## src/rtl/zbt_pkg.sv

```systemverilog
// Shared ZBT constants, pair-word layout and the pixel-pair addressing used by
// both the write path and the display read path.
package zbt_pkg;

  localparam int PIX_W      = 18;
  localparam int ZBT_ADDR_W = 19;

  typedef struct packed {
    logic [PIX_W-1:0] even;
    logic [PIX_W-1:0] odd;
  } pair_word_t;

  typedef enum logic {
    EMPTY     = 1'b0,
    HAVE_EVEN = 1'b1
  } pack_state_e;

  // Two horizontally adjacent pixels share one word: {row, column>>1}.
  function automatic logic [ZBT_ADDR_W-1:0] pair_addr(input logic [9:0]  y,
                                                      input logic [10:0] x);
    return {y, x[9:1]};
  endfunction

endpackage

```

## src/rtl/zbt_pair_fifo.sv

```systemverilog
// Synchronous FIFO with two ordered push ports and one pop port. The parent
// gates pushes with free_cnt_o, so this block never sees an overflow.
module zbt_pair_fifo #(
  parameter int WIDTH = 55,
  parameter int DEPTH = 4,
  localparam int PTR_W = $clog2(DEPTH),
  localparam int CNT_W = $clog2(DEPTH) + 1
) (
  input  logic             clk,
  input  logic             reset,
  input  logic             push0_i,
  input  logic [WIDTH-1:0] push0_data_i,
  input  logic             push1_i,
  input  logic [WIDTH-1:0] push1_data_i,
  input  logic             pop_i,
  output logic [WIDTH-1:0] head_o,
  output logic             empty_o,
  output logic [CNT_W-1:0] free_cnt_o
);

  logic [WIDTH-1:0] mem_q [DEPTH];
  logic [PTR_W-1:0] wr_ptr_q, rd_ptr_q;
  logic [CNT_W-1:0] count_q, count_d;

  // push1 is only ever asserted together with push0 and lands one slot later.
  always_ff @(posedge clk) begin
    if (push0_i) mem_q[wr_ptr_q] <= push0_data_i;
    if (push1_i) mem_q[wr_ptr_q + PTR_W'(1)] <= push1_data_i;
  end

  always_comb begin
    count_d = count_q + CNT_W'(push0_i) + CNT_W'(push1_i) - CNT_W'(pop_i);
  end

  always_ff @(posedge clk) begin
    if (reset) begin
      wr_ptr_q <= '0;
      rd_ptr_q <= '0;
      count_q  <= '0;
    end else begin
      wr_ptr_q <= wr_ptr_q + PTR_W'(push0_i) + PTR_W'(push1_i);
      rd_ptr_q <= rd_ptr_q + PTR_W'(pop_i);
      count_q  <= count_d;
    end
  end

  assign head_o     = mem_q[rd_ptr_q];
  assign empty_o    = (count_q == '0);
  assign free_cnt_o = CNT_W'(DEPTH) - count_q;

endmodule

```

## src/rtl/zbt_pair_writer.sv

```systemverilog
// Packs an (x,y) pixel stream into even/odd pair words and writes them to a ZBT
// bank when granted, with write_data lagging write_we by DATA_LAG cycles.
module zbt_pair_writer #(
  parameter int PIX_W      = zbt_pkg::PIX_W,
  parameter int FIFO_DEPTH = 4,
  parameter int DATA_LAG   = 2
) (
  input  logic                 clk,
  input  logic                 reset,
  input  logic                 pix_valid,
  input  logic [PIX_W-1:0]     pix_data,
  input  logic [10:0]          pix_x,
  input  logic [9:0]           pix_y,
  input  logic                 flush,
  input  logic                 write_grant,
  output logic                 write_req,
  output logic                 write_we,
  output logic [18:0]          write_addr,
  output logic [2*PIX_W-1:0]   write_data,
  output logic [7:0]           overflow_cnt,
  output zbt_pkg::pack_state_e pack_state
);
  import zbt_pkg::*;

  localparam int WORD_W  = 2 * PIX_W;
  localparam int ENTRY_W = ZBT_ADDR_W + WORD_W;
  localparam int CNT_W   = $clog2(FIFO_DEPTH) + 1;

  pack_state_e           state_q, state_d;
  logic [ZBT_ADDR_W-1:0] hold_addr_q, hold_addr_d;
  logic [PIX_W-1:0]      hold_pix_q, hold_pix_d;
  logic [7:0]            ovf_q, ovf_d;
  logic [WORD_W-1:0]     lag_q [DATA_LAG];

  logic [ZBT_ADDR_W-1:0] pix_addr;
  logic [2:0]            cand_v;
  logic [ENTRY_W-1:0]    cand_w [3];
  logic                  req0, req1, push0, push1, pop, fifo_empty;
  logic [ENTRY_W-1:0]    req0_w, req1_w, head;
  logic [CNT_W-1:0]      free_cnt;
  logic [CNT_W:0]        avail;
  logic [1:0]            drops;
  logic [8:0]            ovf_sum;

  assign pix_addr = pair_addr(pix_y, pix_x);

  // Candidate pushes in output order: evicted hold, pixel's own word, flushed hold.
  always_comb begin
    state_d     = state_q;
    hold_addr_d = hold_addr_q;
    hold_pix_d  = hold_pix_q;
    cand_v      = '0;
    cand_w      = '{default: '0};
    if (pix_valid) begin
      if (state_q == HAVE_EVEN && pix_x[0] && pix_addr == hold_addr_q) begin
        cand_v[1] = 1'b1;
        cand_w[1] = {hold_addr_q, hold_pix_q, pix_data};
        state_d   = EMPTY;
      end else begin
        if (state_q == HAVE_EVEN) begin
          cand_v[0] = 1'b1;
          cand_w[0] = {hold_addr_q, hold_pix_q, {PIX_W{1'b0}}};
        end
        if (pix_x[0]) begin
          cand_v[1] = 1'b1;
          cand_w[1] = {pix_addr, {PIX_W{1'b0}}, pix_data};
          state_d   = EMPTY;
        end else begin
          state_d     = HAVE_EVEN;
          hold_addr_d = pix_addr;
          hold_pix_d  = pix_data;
        end
      end
    end
    if (flush && state_d == HAVE_EVEN) begin
      cand_v[2] = 1'b1;
      cand_w[2] = {hold_addr_d, hold_pix_d, {PIX_W{1'b0}}};
      state_d   = EMPTY;
    end
  end

  // At most two candidates are ever valid; compact them onto the two FIFO ports.
  always_comb begin
    req0   = 1'b0;
    req1   = 1'b0;
    req0_w = '0;
    req1_w = '0;
    for (int i = 0; i < 3; i++) begin
      if (cand_v[i]) begin
        if (!req0) begin
          req0   = 1'b1;
          req0_w = cand_w[i];
        end else begin
          req1   = 1'b1;
          req1_w = cand_w[i];
        end
      end
    end
  end

  // Handshake: write_req means a word is queued; the arbiter answers with
  // write_grant in the same cycle, and req && grant is the one and only
  // transfer condition (write_we). A same-cycle pop frees a slot for a push.
  assign write_req = !fifo_empty;
  assign pop       = write_req && write_grant && !reset;
  assign avail     = {1'b0, free_cnt} + (CNT_W+1)'(pop);
  assign push0     = req0 && (avail >= (CNT_W+1)'(1));
  assign push1     = req1 && (avail >= (CNT_W+1)'(2));
  assign drops     = 2'(req0 && !push0) + 2'(req1 && !push1);
  assign ovf_sum   = {1'b0, ovf_q} + 9'(drops);
  assign ovf_d     = ovf_sum[8] ? 8'hFF : ovf_sum[7:0];

  zbt_pair_fifo #(
    .WIDTH (ENTRY_W),
    .DEPTH (FIFO_DEPTH)
  ) u_fifo (
    .clk          (clk),
    .reset        (reset),
    .push0_i      (push0),
    .push0_data_i (req0_w),
    .push1_i      (push1),
    .push1_data_i (req1_w),
    .pop_i        (pop),
    .head_o       (head),
    .empty_o      (fifo_empty),
    .free_cnt_o   (free_cnt)
  );

  always_ff @(posedge clk) begin
    if (reset) begin
      state_q     <= EMPTY;
      hold_addr_q <= '0;
      hold_pix_q  <= '0;
      ovf_q       <= '0;
      for (int i = 0; i < DATA_LAG; i++) lag_q[i] <= '0;
    end else begin
      state_q     <= state_d;
      hold_addr_q <= hold_addr_d;
      hold_pix_q  <= hold_pix_d;
      ovf_q       <= ovf_d;
      lag_q[0]    <= pop ? head[WORD_W-1:0] : '0;
      for (int i = 1; i < DATA_LAG; i++) lag_q[i] <= lag_q[i-1];
    end
  end

  assign write_we     = pop;
  assign write_addr   = pop ? head[ENTRY_W-1 -: ZBT_ADDR_W] : '0;
  assign write_data   = lag_q[DATA_LAG-1];
  assign overflow_cnt = ovf_q;
  assign pack_state   = state_q;

endmodule

```

## config.mk

```make
export PLATFORM = sky130hd
export DESIGN_NAME = zbt_pair_writer
export DESIGN_NICKNAME = d
export VERILOG_FILES = /design/src/rtl/zbt_pkg.sv /design/src/rtl/zbt_pair_fifo.sv /design/src/rtl/zbt_pair_writer.sv
export SDC_FILE = /design/constraint.sdc
export NUM_CORES = 1
export LEC_CHECK = 0
export ABC_CLOCK_PERIOD_IN_PS = 9600
export BUFFER_PORTS_ARGS = -buffer_cell sky130_fd_sc_hd__clkbuf_2
export CORE_ASPECT_RATIO = 0.7
export CORE_UTILIZATION = 40
export DETAILED_ROUTE_END_ITERATION = 6
export PLACE_DENSITY = 0.61
export SYNTH_ARGS = -nofsm -noshare
export SYNTH_HDL_FRONTEND = slang
export SYNTH_HIERARCHICAL = 1
export SYNTH_SLANG_ARGS = --single-unit
```

## constraint.sdc

```tcl
create_clock -name clk -period 9.6 [get_ports clk]
set_input_delay 2.4 -clock clk [delete_from_list [all_inputs] [get_ports clk]]
set_output_delay 2.4 -clock clk [all_outputs]
set_load 0.05 [all_outputs]
```

==> impl_metrics.tcl, run 1 <==
set metrics [dict create \
    cts_resized 0 \
    cts.sink_count 345 \
    fin_nets 1301 \
    antenna_found_initial 1 \
    worstMarginPinSlew_ns 1.07 \
    wl_met2_um 18400 \
    grt_usage_pct 19.4 \
    clkPwrFrac_pct 35.1 \
    fmax_mhz 156 \
    root_buffer "clkbuf_16" \
    htreeDepth 2 \
    power.internal_w 0.00294 \
    rsz0062_at_grt "false" \
    drt_iter0_drc 627 \
    multiInputGateArea_mm2 0.00672 \
    ys_warn_count 6 \
    cp.required_ns 9.88 \
    holdBufCountCts 0 \
    worstHoldStart "lag_q[0][1]$_SDFF_PP0_" \
    cts_tree "yes" \
    num_rows 62 \
    area_growth_pct 10.5 \
    worstHoldPathType "reg -> reg" \
    p_sw_share_pct 27.1 \
    startpoint "reset" \
    clock_path_buffers 3 \
    drt-met1-wl_um 19200 \
    drc_errors 0 \
    pin_count 110 \
    cp_common_cell "buf_4" \
    die_h_um 173 \
    synthDistinctLibCells 51 \
    irDropWorstVdd_mv 0.112 \
    slew_headroom_pct 28.1 \
    cp.buffers_inverters 4 \
    combinationalPowerShare_pct 17.8 \
    status "finished clean" \
    grt_pass1_vias 10276 \
    top_layer "met5" \
    cts_made_buffers 37 \
    critPathLaunchType "primary input" \
    met3_length_um 2210 \
    hold-worst-slack_ns 0.433 \
    synth_nets 1259 \
    yosysSeqAreaShare_pct 54.5 \
    critPathArrivalTime_ns 6.71 \
    n_fill_cell 3729 \
    p_sw_w 0.00109 \
    cts_setup_buffers 0 \
    antenna_left 0 \
    layout_min_cycle_time_ns 6.43 \
    crit_fanout 59 \
    r2r-start "u_fifo/count_q[0]$_SDFF_PP0_" \
    vias 9832 \
    dieWidth_um 246 \
    path_delay_family "buffers and inverters" \
    clkLatencyLatePin_ns 0.54 \
    slew_violations 0 \
    fin_crit_sh_pct 67.0 \
    hpwl_um 22700 \
    cpMaxStageDelayCell "buf_4" \
    synth_area_mm2 0.0167 \
    pre_cts_slack_ns 2.64 \
    grt_pass1_wl_um 62600 \
    overflow 0 \
    fin_ws_ns 3.17 \
    crit_path_max_incr_delay_ns 0.78 \
    cellLeakagePower_nw 7.13 \
    post-route-util_pct 44.9 \
    start_util_pct 40.6 \
    drive_above_1_share_pct 36.9 \
    seqCellArea_mm2 0.00911 \
    power.density_mw_per_mm2 218 \
    gp_congestion 0.743 \
    fin_worst_skew_ns 0.0303 \
    syn_avg_cell_area_um2 13.9 \
    grt_max_degree 75 \
    hold_viol 0 \
    die_area_mm2 0.0426 \
    worstPathCellList "buf_4 > nor3b_2 > buf_4 > ha_1 > ha_1 > or2_2 > o21ai_0 > and2_1 > nor3b_1 > buf_4 > nor3b_4 > buf_4 > mux2_2" \
    p_total_w 0.00403 \
    via_per_inst 5.40 \
    clk_pin_slew_ns 0.06 \
    wirelength_um 40600 \
    power_frac_seq_pct 47.1 \
    cap_violations 0 \
    cp-end-kind "register" \
    tns_ns 0 \
    crit_type "in -> reg" \
    drtPass1Iterations 4 \
    syn_inst 1204 \
    io_buffers 108 \
    core_mm2 0.0411 \
    synth_seq_cells 345 \
    finalSetupViolCount 0 \
    wl_per_cell_um 22.3 \
]
area by class of cell:
type | instances | share of cell area [%]
Sequential cell | 345 | 49.4
Multi-Input combinational cell | 721 | 36.4
Clock buffer | 59 | 6.07
Timing Repair Buffer | 126 | 3.74
Tap cell | 544 | 3.69
Clock inverter | 8 | 0.420
Inverter | 15 | 0.305
Antenna cell | 2 | 0.0271
cell usage after synthesis (all sizes together):
| master | count | area share, % |
|---|---|---|
| o21ai | 4 | 0.12 |
| buf | 91 | 4.7 |
| or2 | 3 | 0.11 |
| ha | 7 | 0.52 |
| a31o | 1 | 0.052 |
| xor3 | 1 | 0.14 |
| nand2b | 2 | 0.075 |
| nand2 | 101 | 2.3 |
| mux4 | 55 | 7.4 |
| a41o | 1 | 0.060 |
| clkbuf | 32 | 0.72 |
| inv | 15 | 0.34 |
| xor2 | 2 | 0.10 |
| nor4 | 2 | 0.16 |
| and3 | 56 | 2.1 |
| o21a | 1 | 0.045 |
| nor2b | 43 | 1.6 |
| mux2 | 220 | 16 |
| nand3 | 6 | 0.28 |
| a41oi | 1 | 0.052 |
| nor2 | 26 | 0.58 |
| a211oi | 1 | 0.045 |
| and2 | 59 | 2.2 |
| a21oi | 47 | 1.4 |
| a22o | 18 | 0.94 |
| nand3b | 2 | 0.16 |
| edfxtp | 220 | 40 |
| mux2i | 1 | 0.060 |
| nor3b | 3 | 0.16 |
| a31oi | 1 | 0.037 |
| and4 | 2 | 0.10 |
| a32o | 19 | 1.1 |
| nand4 | 5 | 0.19 |
| fa | 4 | 0.48 |
| nor3 | 4 | 0.19 |
| a21boi | 1 | 0.067 |
| xnor2 | 22 | 1.2 |
| dfxtp | 125 | 15 |
power by group through the flow:
stage,logic [W],registers (W),clock network (W)
after global routing,0.000779,0.00192,0.00151
final,0.000719,0.00190,0.00141
after detailed placement,0.000728,0.00193,0
after CTS,0.000731,0.00190,0.00145
after global placement,0.000720,0.00192,0
after floorplan,0.000552,0.00191,0
flip-flops by register name (all words and copies together), names as in the netlist:
| signal | flops |
|---|---|
| u_fifo/rd_ptr_q | 2 |
| hold_addr_q | 19 |
| lag_q | 72 |
| u_fifo/wr_ptr_q | 2 |
| u_fifo/count_q | 3 |
| overflow_cnt | 8 |
| u_fifo/mem_q | 220 |
| hold_pix_q | 18 |
| pack_state | 1 |
path summary, 6_finish.rpt:
path | endpoint | slack, ns | cells past startpoint
max | u_fifo/mem_q[1][12]$_DFFE_PP_ | 3.17 | 13
min | lag_q[0][37]$_SDFF_PP0_ | 0.43 | 1
max reg2reg | u_fifo/mem_q[1][12]$_DFFE_PP_ | 4.50 | 15
min reg2reg | lag_q[0][37]$_SDFF_PP0_ | 0.43 | 1
layout by cell type, fill, tap and decap left out, drive strengths merged, types with 3 or more instances in the layout:
master	n
clkinv	5
a21oi	47
mux4	55
nand3	6
a22o	18
nand4	5
nor3b	3
nor2b	43
buf	19
o21ai	4
nor3	4
dfxtp	125
fa	4
mux2	220
nand2	101
or2	3
and3	56
inv	16
nor2	26
xnor2	22
edfxtp	220
a32o	19
and2	59
clkbuf	166
ha	7
stage by stage:
step | std cells | cell area, um2
6_report | 1820 | 18500
3_3_place_gp | 1751 | 17300
3_5_place_dp | 1751 | 17300
2_1_floorplan | 1204 | 16700
4_1_cts | 1818 | 18500
5_1_grt | 1818 | 18500
cell families (layout without fill, tap and decap cells):
family | count (synthesis) | count (layout) | share of synthesized area [%]
flops | 345 | 345 | 54.5
simple gates | 314 | 314 | 10.2
fa+ha+maj | 11 | 11 | 1.00
xor+xnor | 25 | 25 | 1.40
other cells | 0 | 2 | 0
buf+inv | 138 | 208 | 5.74
mux | 276 | 276 | 23.2
compound gates | 95 | 95 | 3.97
layer usage:
| metal | global-route usage, % | vias to the layer above |
|---|---|---|
| met5 | 0 | - |
| met4 | 5.30 | 2 |
| met3 | 3.43 | 67 |
| met2 | 30.2 | 270 |
| met1 | 27.9 | 5001 |
| li1 | - | 4492 |
Note: power is estimated with default switching activity, not from simulation.
==> run 2: changes to the inputs <==
Settings changed: ABC_CLOCK_PERIOD_IN_PS 9600 to 6500.
Clock period 9.6 ns to 6.5 ns, I/O delays scaled along.
==> impl_metrics.tcl, run 2 (same netlist as run 1, synthesis figures left out) <==
set metrics [dict create \
    grt_usage_pct 19.1 \
    clkLatencyLatePin_ns 0.54 \
    area_growth_pct 10.8 \
    fin_worst_skew_ns 0.0195 \
    cts_made_buffers 37 \
    grt_max_degree 81 \
    crit_type "in -> out" \
    slew_violations 0 \
    reg_top3 "u_fifo/mem_q x220, lag_q x72, hold_addr_q x19" \
    grt_pass1_wl_um 61400 \
    root_buffer "clkbuf_16" \
    met3_length_um 2330 \
    drt-met1-wl_um 18300 \
    grt_pass1_vias 9981 \
    cts_tree "yes" \
    die_area_mm2 0.0426 \
    wirelength_um 40000 \
    gp_congestion 0.727 \
    clock_path_buffers 3 \
    hold_viol 0 \
    tns_ns 0 \
    critPathArrivalTime_ns 3.10 \
    io_buffers 108 \
    worstHoldPathType "reg -> reg" \
    wl_met2_um 18700 \
    slew_headroom_pct 24.5 \
    antenna_left 0 \
    htreeDepth 2 \
    finalSetupViolCount 0 \
    cellLeakagePower_nw 7.18 \
    largest-register "u_fifo/mem_q" \
    final_common_cell "edfxtp_1" \
    fin_nets 1306 \
    top_layer "met4" \
    crit_path_max_incr_delay_ns 0.58 \
    core_mm2 0.0411 \
    worstMarginPinSlew_ns 1.13 \
    pin_count 110 \
    vias 9706 \
    clk_pin_slew_ns 0.06 \
    fin_crit_sh_pct 72.8 \
    final_cell_mix "edfxtp_1, mux2_2, dfxtp_1, clkbuf_2, nand2_1" \
    drc_errors 0 \
    largest_reg_flops 220 \
    crit_fanout 58 \
    start_util_pct 40.6 \
    worstPathCellList "buf_4 > nor3b_2 > buf_4 > and2_1 > clkbuf_2" \
    drive_above_1_share_pct 37.1 \
    drt_iter0_drc 754 \
    wl_per_cell_um 21.9 \
    hpwl_um 22000 \
    dieWidth_um 246 \
    cp-end-kind "primary output" \
    power.density_mw_per_mm2 325 \
    cap_violations 0 \
    cts.sink_count 345 \
    rsz0062_at_grt "false" \
    cp_common_cell "buf_4" \
    layout_min_cycle_time_ns 4.73 \
    drtPass1Iterations 7 \
    via_per_inst 5.32 \
    holdBufCountCts 0 \
    cpMaxStageDelayCell "buf_4" \
    cts_resized 0 \
    fmax_mhz 211 \
    overflow 0 \
    num_rows 62 \
    cp.required_ns 4.88 \
    critPathLaunchType "primary input" \
    status "finished clean" \
    antenna_found_initial 1 \
    cts_setup_buffers 0 \
    p_total_w 0.00601 \
    irDropWorstVdd_mv 0.181 \
    die_h_um 173 \
]
-- run 2: cell types whose count changed in the layout (fill, tap and decap cells not counted), moves of 2 or more --
| cell | before | now |
|---|---|---|
| buf_4 | 18 | 23 |
| clkbuf_1 | 13 | 9 |
| clkbuf_8 | 7 | 3 |
| clkinv_2 | 2 | 5 |
| bufinv_16 | 1 | 3 |
| clkinv_1 | 2 | 4 |
-- run 2: critical path, delay by kind of cell --
| kind | cells | cell delay (ns) |
|---|---|---|
| buf+inv | 3 | 1.02 |
| simple gates | 2 | 0.45 |
-- run 2: per-stage QoR --
step / worst slack [ns] / instances / cell area (um2) / utilization, % / hold WS, ns
detailed placement: 1.25 / 1756 / 17300 / 42.1 / 0.422
global placement: 1.35 / 1756 / 17300 / 42.1 / 0.416
floorplan: 0.337 / 1204 / 16700 / - / 0.414
global route: 1.54 / 1823 / 18500 / 45.0 / 0.451
CTS: 1.70 / 1823 / 18500 / 45.0 / 0.436
finish: 1.77 / 1825 / 18500 / 45.1 / 0.433
-- run 2: final timing paths --
path                            cells past startpoint                            end  slack, ns                          from
worst max-delay path                                5                 write_addr[11]       1.77                         reset
worst max register to register                     14  u_fifo/mem_q[3][31]$_DFFE_PP_       2.24  u_fifo/count_q[0]$_SDFF_PP0_
worst min register to register                      1        lag_q[0][45]$_SDFF_PP0_       0.43        lag_q[0][9]$_SDFF_PP0_
worst min-delay path                                1        lag_q[0][45]$_SDFF_PP0_       0.43        lag_q[0][9]$_SDFF_PP0_
-- run 2: area by class of cell --
class | count | area (um2)
inverter | 15 | 56.3
clock inverter | 15 | 155
antenna | 2 | 5.00
tap | 544 | 681
clock buffer | 52 | 1080
sequential | 345 | 9110
timing repair buffer | 131 | 728
multi-input combinational | 721 | 6710
fill | 3736 | 22600
-- run 2: metal layers --
layer	GRT usage, %	vias to the layer above
met3	3.04	55
met4	4.24	0
met5	0	-
met2	30.5	251
met1	27.2	4882
li1	-	4518
-- run 2: report_power, final --
part	total (W)	switching [W]	internal, W
Sequential	0.00281	0.000132	0.00268
Clock	0.00216	0.000882	0.00128
Combinational	0.00105	0.000606	0.000439
